### config.mk
export PLATFORM = sky130hd
export DESIGN_NAME = lsu
export DESIGN_NICKNAME = d
export VERILOG_FILES = /design/src/rtl/lsu_pkg.sv /design/src/rtl/lsu_align.sv /design/src/rtl/lsu.sv
export SDC_FILE = /design/constraint.sdc
export NUM_CORES = 1
export LEC_CHECK = 0
export BUFFER_PORTS_ARGS = -buffer_cell sky130_fd_sc_hd__buf_2
export CAP_MARGIN = 10
export CORE_ASPECT_RATIO = 1.5
export CORE_MARGIN = 5
export CORE_UTILIZATION = 50
export CTS_CLUSTER_SIZE = 16
export DETAILED_ROUTE_END_ITERATION = 8
export PLACE_DENSITY = 0.81
export SYNTH_ARGS = -nofsm -noshare
export SYNTH_HDL_FRONTEND = slang
export SYNTH_SLANG_ARGS = --single-unit
### constraint.sdc
create_clock -name clk -period 2.8 [get_ports clk]
set_input_delay 0.56 -clock clk [delete_from_list [all_inputs] [get_ports clk]]
set_output_delay 0.56 -clock clk [all_outputs]
set_load 0.005 [all_outputs]
### src/rtl/lsu_pkg.sv
// Shared LSU definitions: width codes, error codes, FSM states and request decode helpers.
package lsu_pkg;

    typedef enum logic [1:0] {
        ST_IDLE   = 2'd0,
        ST_CHECK  = 2'd1,
        ST_ACCESS = 2'd2,
        ST_RESP   = 2'd3
    } state_t;

    typedef enum logic [1:0] {
        ERR_OK         = 2'd0,
        ERR_MISALIGNED = 2'd1,
        ERR_ILLEGAL    = 2'd2,
        ERR_TIMEOUT    = 2'd3
    } err_t;

    localparam logic [2:0] F3_B  = 3'b000;
    localparam logic [2:0] F3_H  = 3'b001;
    localparam logic [2:0] F3_W  = 3'b010;
    localparam logic [2:0] F3_BU = 3'b100;
    localparam logic [2:0] F3_HU = 3'b101;

    // Unsigned widths only make sense for loads.
    function automatic logic f3_legal(input logic we, input logic [2:0] f3);
        case (f3)
            F3_B, F3_H, F3_W: return 1'b1;
            F3_BU, F3_HU:     return !we;
            default:          return 1'b0;
        endcase
    endfunction

    function automatic logic f3_misaligned(input logic [2:0] f3, input logic [1:0] a);
        case (f3[1:0])
            2'b01:   return a[0];
            2'b10:   return (a != 2'b00);
            default: return 1'b0;
        endcase
    endfunction

endpackage

### src/rtl/lsu_align.sv
// Load lane extraction: shifts the addressed lane down and sign/zero extends by width code.
// Purely combinational.
module lsu_align
    import lsu_pkg::*;
#(
    parameter int XLEN  = 32,
    parameter int OFF_W = 2
) (
    input  logic [XLEN-1:0]  rdata_i,
    input  logic [OFF_W-1:0] off_i,
    input  logic [2:0]       funct3_i,
    output logic [XLEN-1:0]  data_o
);

    logic [XLEN-1:0] lane;
    logic            sgn;

    always_comb begin
        lane   = rdata_i >> {off_i, 3'b000};
        sgn    = 1'b0;
        data_o = lane;
        case (funct3_i[1:0])
            2'b00: begin
                sgn    = lane[7] & ~funct3_i[2];
                data_o = {{(XLEN-8){sgn}}, lane[7:0]};
            end
            2'b01: begin
                sgn    = lane[15] & ~funct3_i[2];
                data_o = {{(XLEN-16){sgn}}, lane[15:0]};
            end
            default: data_o = lane;
        endcase
    end

endmodule

### src/rtl/lsu.sv
// Load/store unit: decodes and checks a request on accept, drives one memory access,
// then emits a single-cycle response with extended data or an error code.
module lsu
    import lsu_pkg::*;
#(
    parameter int XLEN    = 32,
    parameter int ADDR_W  = 32,
    parameter int TIMEOUT = 16
) (
    input  logic                clk,
    input  logic                rst_n,
    input  logic                req_valid,
    output logic                req_ready,
    input  logic                req_we,
    input  logic [2:0]          req_funct3,
    input  logic [ADDR_W-1:0]   req_addr,
    input  logic [XLEN-1:0]     req_wdata,
    output logic                rsp_valid,
    output logic [XLEN-1:0]     rsp_rdata,
    output logic [1:0]          rsp_err,
    output logic                mem_r_en,
    output logic                mem_w_en,
    output logic [ADDR_W-1:0]   mem_addr,
    output logic [XLEN-1:0]     mem_w_data,
    output logic [XLEN/8-1:0]   mem_w_strb,
    input  logic [XLEN-1:0]     mem_r_data,
    input  logic                mem_ack
);

    localparam int NB    = XLEN / 8;
    localparam int OFF_W = $clog2(NB);

    state_t             state_q;
    logic               ready_q;
    logic [7:0]         cnt_q;
    logic               we_q;
    logic [2:0]         f3_q;
    logic [OFF_W-1:0]   off_q;
    logic               rsp_valid_q;
    logic [XLEN-1:0]    rsp_rdata_q;
    logic [1:0]         rsp_err_q;
    logic               mem_r_en_q;
    logic               mem_w_en_q;
    logic [ADDR_W-1:0]  mem_addr_q;
    logic [XLEN-1:0]    mem_w_data_q;
    logic [NB-1:0]      mem_w_strb_q;

    logic [1:0]         err_d;
    logic [OFF_W-1:0]   off_d;
    logic [NB-1:0]      strb_d;
    logic [XLEN-1:0]    wdata_d;
    logic [ADDR_W-1:0]  addr_d;
    logic [XLEN-1:0]    ld_data;

    assign off_d  = req_addr[OFF_W-1:0];
    assign addr_d = {req_addr[ADDR_W-1:OFF_W], {OFF_W{1'b0}}};

    always_comb begin
        err_d = ERR_OK;
        if (!f3_legal(req_we, req_funct3))
            err_d = ERR_ILLEGAL;
        else if (f3_misaligned(req_funct3, req_addr[1:0]))
            err_d = ERR_MISALIGNED;

        strb_d  = '0;
        wdata_d = '0;
        if (req_we) begin
            case (req_funct3[1:0])
                2'b00: begin
                    strb_d  = NB'(1) << off_d;
                    wdata_d = {NB{req_wdata[7:0]}};
                end
                2'b01: begin
                    strb_d  = NB'(3) << off_d;
                    wdata_d = {(NB/2){req_wdata[15:0]}};
                end
                default: begin
                    strb_d  = '1;
                    wdata_d = req_wdata;
                end
            endcase
        end
    end

    lsu_align #(.XLEN(XLEN), .OFF_W(OFF_W)) u_align (
        .rdata_i  (mem_r_data),
        .off_i    (off_q),
        .funct3_i (f3_q),
        .data_o   (ld_data)
    );

    always_ff @(posedge clk) begin
        if (!rst_n) begin
            state_q      <= ST_IDLE;
            ready_q      <= 1'b0;
            cnt_q        <= '0;
            we_q         <= 1'b0;
            f3_q         <= '0;
            off_q        <= '0;
            rsp_valid_q  <= 1'b0;
            rsp_rdata_q  <= '0;
            rsp_err_q    <= ERR_OK;
            mem_r_en_q   <= 1'b0;
            mem_w_en_q   <= 1'b0;
            mem_addr_q   <= '0;
            mem_w_data_q <= '0;
            mem_w_strb_q <= '0;
        end else begin
            case (state_q)
                ST_IDLE: begin
                    // The request check happens on this accept edge; no separate cycle.
                    if (!ready_q) begin
                        ready_q <= 1'b1;
                    end else if (req_valid) begin
                        ready_q <= 1'b0;
                        we_q    <= req_we;
                        f3_q    <= req_funct3;
                        off_q   <= off_d;
                        if (err_d == ERR_OK) begin
                            state_q      <= ST_ACCESS;
                            cnt_q        <= '0;
                            mem_r_en_q   <= !req_we;
                            mem_w_en_q   <= req_we;
                            mem_addr_q   <= addr_d;
                            mem_w_data_q <= wdata_d;
                            mem_w_strb_q <= strb_d;
                        end else begin
                            state_q     <= ST_RESP;
                            rsp_valid_q <= 1'b1;
                            rsp_err_q   <= err_d;
                            rsp_rdata_q <= '0;
                        end
                    end
                end
                ST_ACCESS: begin
                    if (mem_ack || cnt_q == 8'(TIMEOUT - 1)) begin
                        state_q      <= ST_RESP;
                        rsp_valid_q  <= 1'b1;
                        rsp_err_q    <= mem_ack ? ERR_OK : ERR_TIMEOUT;
                        rsp_rdata_q  <= (mem_ack && !we_q) ? ld_data : '0;
                        mem_r_en_q   <= 1'b0;
                        mem_w_en_q   <= 1'b0;
                        mem_addr_q   <= '0;
                        mem_w_data_q <= '0;
                        mem_w_strb_q <= '0;
                    end else begin
                        cnt_q <= cnt_q + 8'd1;
                    end
                end
                ST_RESP: begin
                    state_q     <= ST_IDLE;
                    ready_q     <= 1'b1;
                    rsp_valid_q <= 1'b0;
                    rsp_rdata_q <= '0;
                    rsp_err_q   <= ERR_OK;
                end
                default: begin
                    state_q <= ST_IDLE;
                    ready_q <= 1'b1;
                end
            endcase
        end
    end

    assign req_ready  = ready_q;
    assign rsp_valid  = rsp_valid_q;
    assign rsp_rdata  = rsp_rdata_q;
    assign rsp_err    = rsp_err_q;
    assign mem_r_en   = mem_r_en_q;
    assign mem_w_en   = mem_w_en_q;
    assign mem_addr   = mem_addr_q;
    assign mem_w_data = mem_w_data_q;
    assign mem_w_strb = mem_w_strb_q;

endmodule
==> impl_metrics.py <==
metrics = {
    "layout": {
        "instances_no_fill": 990,
        "fillers": 933,
        "final_util_pct": 66.9,
        "antenna_cells": 0,
        "fin_nets": 938,
        "area_delta_synth_final_pct": 30.8,
        "regArea_sq_mm": 0.00240,
        "multiInputGateArea_sq_mm": 0.00302,
        "drive_above_1_share_pct": 31.9,
    },
    "synthesis": {
        "syn_area_sq_mm": 0.00565,
        "synth.yosys.seq_area_share_pct": 42.5,
        "synth_cells": 636,
        "avgSynthCellArea_sq_um": 8.89,
        "ys_warn_count": 0,
        "synth.distinct_cells": 51,
        "synth_edf_count": 0,
        "synth_ff_type": "dfxtp_1",
        "async_flop_share_pct": 0,
        "ys_seq_elements": 120,
    },
    "cts": {
        "clk_latency_ns": 0.41,
        "cts_setup_buffers": 0,
        "cts_tree": "built",
        "cts.sinks": 120,
        "cts_buffer_depth": 2,
        "ctsResizeCount": 0,
        "holdBufCountCts": 0,
        "cts_inserted_buffers": 17,
        "cts_root_buffer": "clkbuf_16",
        "path_clk_slew_ns": 0.06,
        "htree_num_levels": 4,
    },
    "sta": {
        "skew_ns": 0.0129,
        "timing.fmax_ghz": 0.450,
        "period_needed_ns": 2.22,
        "worst_slew_pin_slew_ns": 0.981,
        "relSlewSlack_pct": 34.3,
        "hold_violations": 0,
        "final-max-slew-violation-count": 0,
        "tns_ns": 0,
        "layout_setup_ws_ns": 0.579,
        "rsz0062_at_grt": "false",
        "finalCritPeriodShare_pct": 79.3,
        "setup_viol": 0,
    },
    "floorplan": {
        "die_area_sq_mm": 0.0136,
        "start_util_pct": 51.1,
        "core_area_sq_mm": 0.0111,
        "rows": 47,
        "ios": 210,
        "die_w_um": 96.8,
        "fp.dieH_um": 140,
    },
    "setup_path": {
        "crit_fanout": 17,
        "crit_type": "reg -> reg",
        "ff2ff_path_depth": 4,
        "timing.rr.end": "rsp_rdata[15]",
        "crit_arrival_ns": 2.56,
        "required_ns": 3.14,
        "reg2reg_slack_ns": 0.58,
        "critPathCaptureType": "flip-flop",
        "r2r_start": "state_q[0]",
        "startpoint_type": "flip-flop",
    },
    "min_path": {
        "holdCritStartpoint": "req_addr[9]",
        "worst_hold_path_type": "in -> reg",
        "hold_end": "mem_addr[9]",
        "hold_depth": 3,
    },
    "placed_design": {
        "dpl.hpwl_um": 12600,
        "dp_cells": 957,
        "place_ws_ns": 0.268,
        "gp_congestion": 0.926,
        "portBuffers": 207,
    },
    "grt": {
        "grt_overflow": 0,
        "grt_pass1_wl_um": 27400,
        "antenna_found_initial": 1,
        "track_usage_pct": 24.4,
        "grt_pass1_vias": 5569,
        "grt_max_degree": 74,
    },
    "power_and_ir_drop": {
        "powerDensity_mw_per_mm2": 635,
        "p_leak_nw": 3.71,
        "vdd_ir_drop_max_mv": 0.507,
    },
    "detailed_routing": {
        "postRouteWirelength_um": 17000,
        "dr.first_iter.drc_count": 312,
        "drc": 0,
        "vias": 5535,
        "ant_nets": 0,
        "route.detailed.wl_per_inst_um": 17.2,
        "first_pass_iters": 5,
        "avgViaCountPerCell": 5.59,
    },
    "run": {
        "cap_violations": 0,
    },
    "status": {
        "outcome": "completed",
    },
}
==> final cells by class <==
class / count / share of cell area, %
Multi-Input combinational cell: 462 / 40.8
Sequential cell: 120 / 32.5
Timing Repair Buffer: 222 / 15.9
Clock buffer: 18 / 5.94
Tap cell: 147 / 2.49
Clock inverter: 14 / 2.03
Inverter: 7 / 0.355
==> state kept, by name (all words and copies together) (netlist names), 2 cells and up <==
register    count
mem_w_data     32
rsp_rdata      32
mem_addr       30
cnt_q           8
mem_w_strb      4
f3_q            3
off_q           2
rsp_err         2
state_q         2
==> routing by layer <==
| metal | wire [um] | up-vias | GRT usage, % |
|---|---|---|---|
| met2 | 8990 | 262 | 44.8 |
| li1 | - | 2622 | - |
| met5 | 13 | - | 0 |
| met1 | 6130 | 2610 | 24.9 |
| met3 | 1400 | 39 | 8.66 |
| met4 | 443 | 2 | 10.1 |
==> worst max-delay path by stage <==
stage | from | endpoint | slack [ns]
6_report | state_q[0] | rsp_rdata[15] | 0.58
5_1_grt | state_q[0] | rsp_rdata[15] | 0.44
4_1_cts | state_q[0] | rsp_rdata[14] | 0.57
2_1_floorplan | req_funct3[1] | rsp_rdata[10] | 0.66
3_3_place_gp | req_funct3[1] | mem_addr[21] | 0.43
3_5_place_dp | req_funct3[1] | mem_w_data[31] | 0.27
==> stage by stage <==
| step | cell area [sq um] | hold WS (ns) | power [mW] |
|---|---|---|---|
| after detailed placement | 6800 | 0.449 | 2.58 |
| after global routing | 7390 | 0.395 | 4.88 |
| after CTS | 7390 | 0.373 | 4.72 |
| final | 7390 | 0.388 | 4.69 |
| after global placement | 6800 | 0.442 | 2.55 |
| after floorplan | 5660 | 0.444 | 2.30 |
==> layout by cell type (no fill, tap or decap), types with 16 or more instances in the layout <==
cell type	n
nor2_1	26
a22oi_1	17
nand2_1	155
dfxtp_1	120
mux2i_1	86
buf_2	207
a21oi_1	26
o2bb2ai_1	16
clkbuf_16	17
==> Yosys cell counts, drive strengths merged, types with 2 or more instances <==
library cell	n	share of area (%)
and3	3	0.33
nand2b	5	0.55
xor2	7	1.1
nand3b	2	0.27
nand2	155	10
ha	4	0.89
nand4	3	0.33
mux2i	86	15
nor2b	9	1.0
a22oi	17	2.3
o21ai	18	1.7
o2bb2ai	16	2.5
nand3	5	0.44
o211ai	3	0.40
a211o	8	1.2
a21oi	27	2.4
a32o	7	1.2
clkbuf	28	1.9
a21o	15	2.0
nor2	26	1.7
o221ai	2	0.31
nand4b	2	0.31
buf	20	2.2
inv	7	0.46
nor3	5	0.44
a2111oi	2	0.42
dfxtp	120	42
a22o	10	1.5
mux2	8	1.6
==> worst max-delay path, stage by stage, from the launching register on <==
cell and delay (ns):
dfxtp_1 0.38, nand2b_1 0.24, or3_1 0.63, a21oi_1 0.68
a22o_1 0.23
==> logic make-up (layout without fill, tap and decap cells) <==
group / Yosys count / after routing / synth area share [%]
AND/OR/NAND/NOR: 222 / 222 / 16.8
AO/OA/AOI/OAI: 131 / 131 / 16.8
flip-flops: 120 / 120 / 42.5
multiplexers: 95 / 95 / 17.2
buffers and inverters: 55 / 261 / 4.49
XOR/XNOR: 8 / 8 / 1.24
adder cells (fa/ha/maj): 4 / 4 / 0.885
other: 1 / 2 / 0.0663
==> report_power, final <==
group          leakage [nW]  internal, mW  switching (mW)
Sequential            0.972          1.79          0.0509
Clock                 0.283          1.34           0.809
Combinational          2.45         0.316           0.392
Total                  3.71          3.44            1.25
Note: power is estimated with default switching activity, not from simulation.
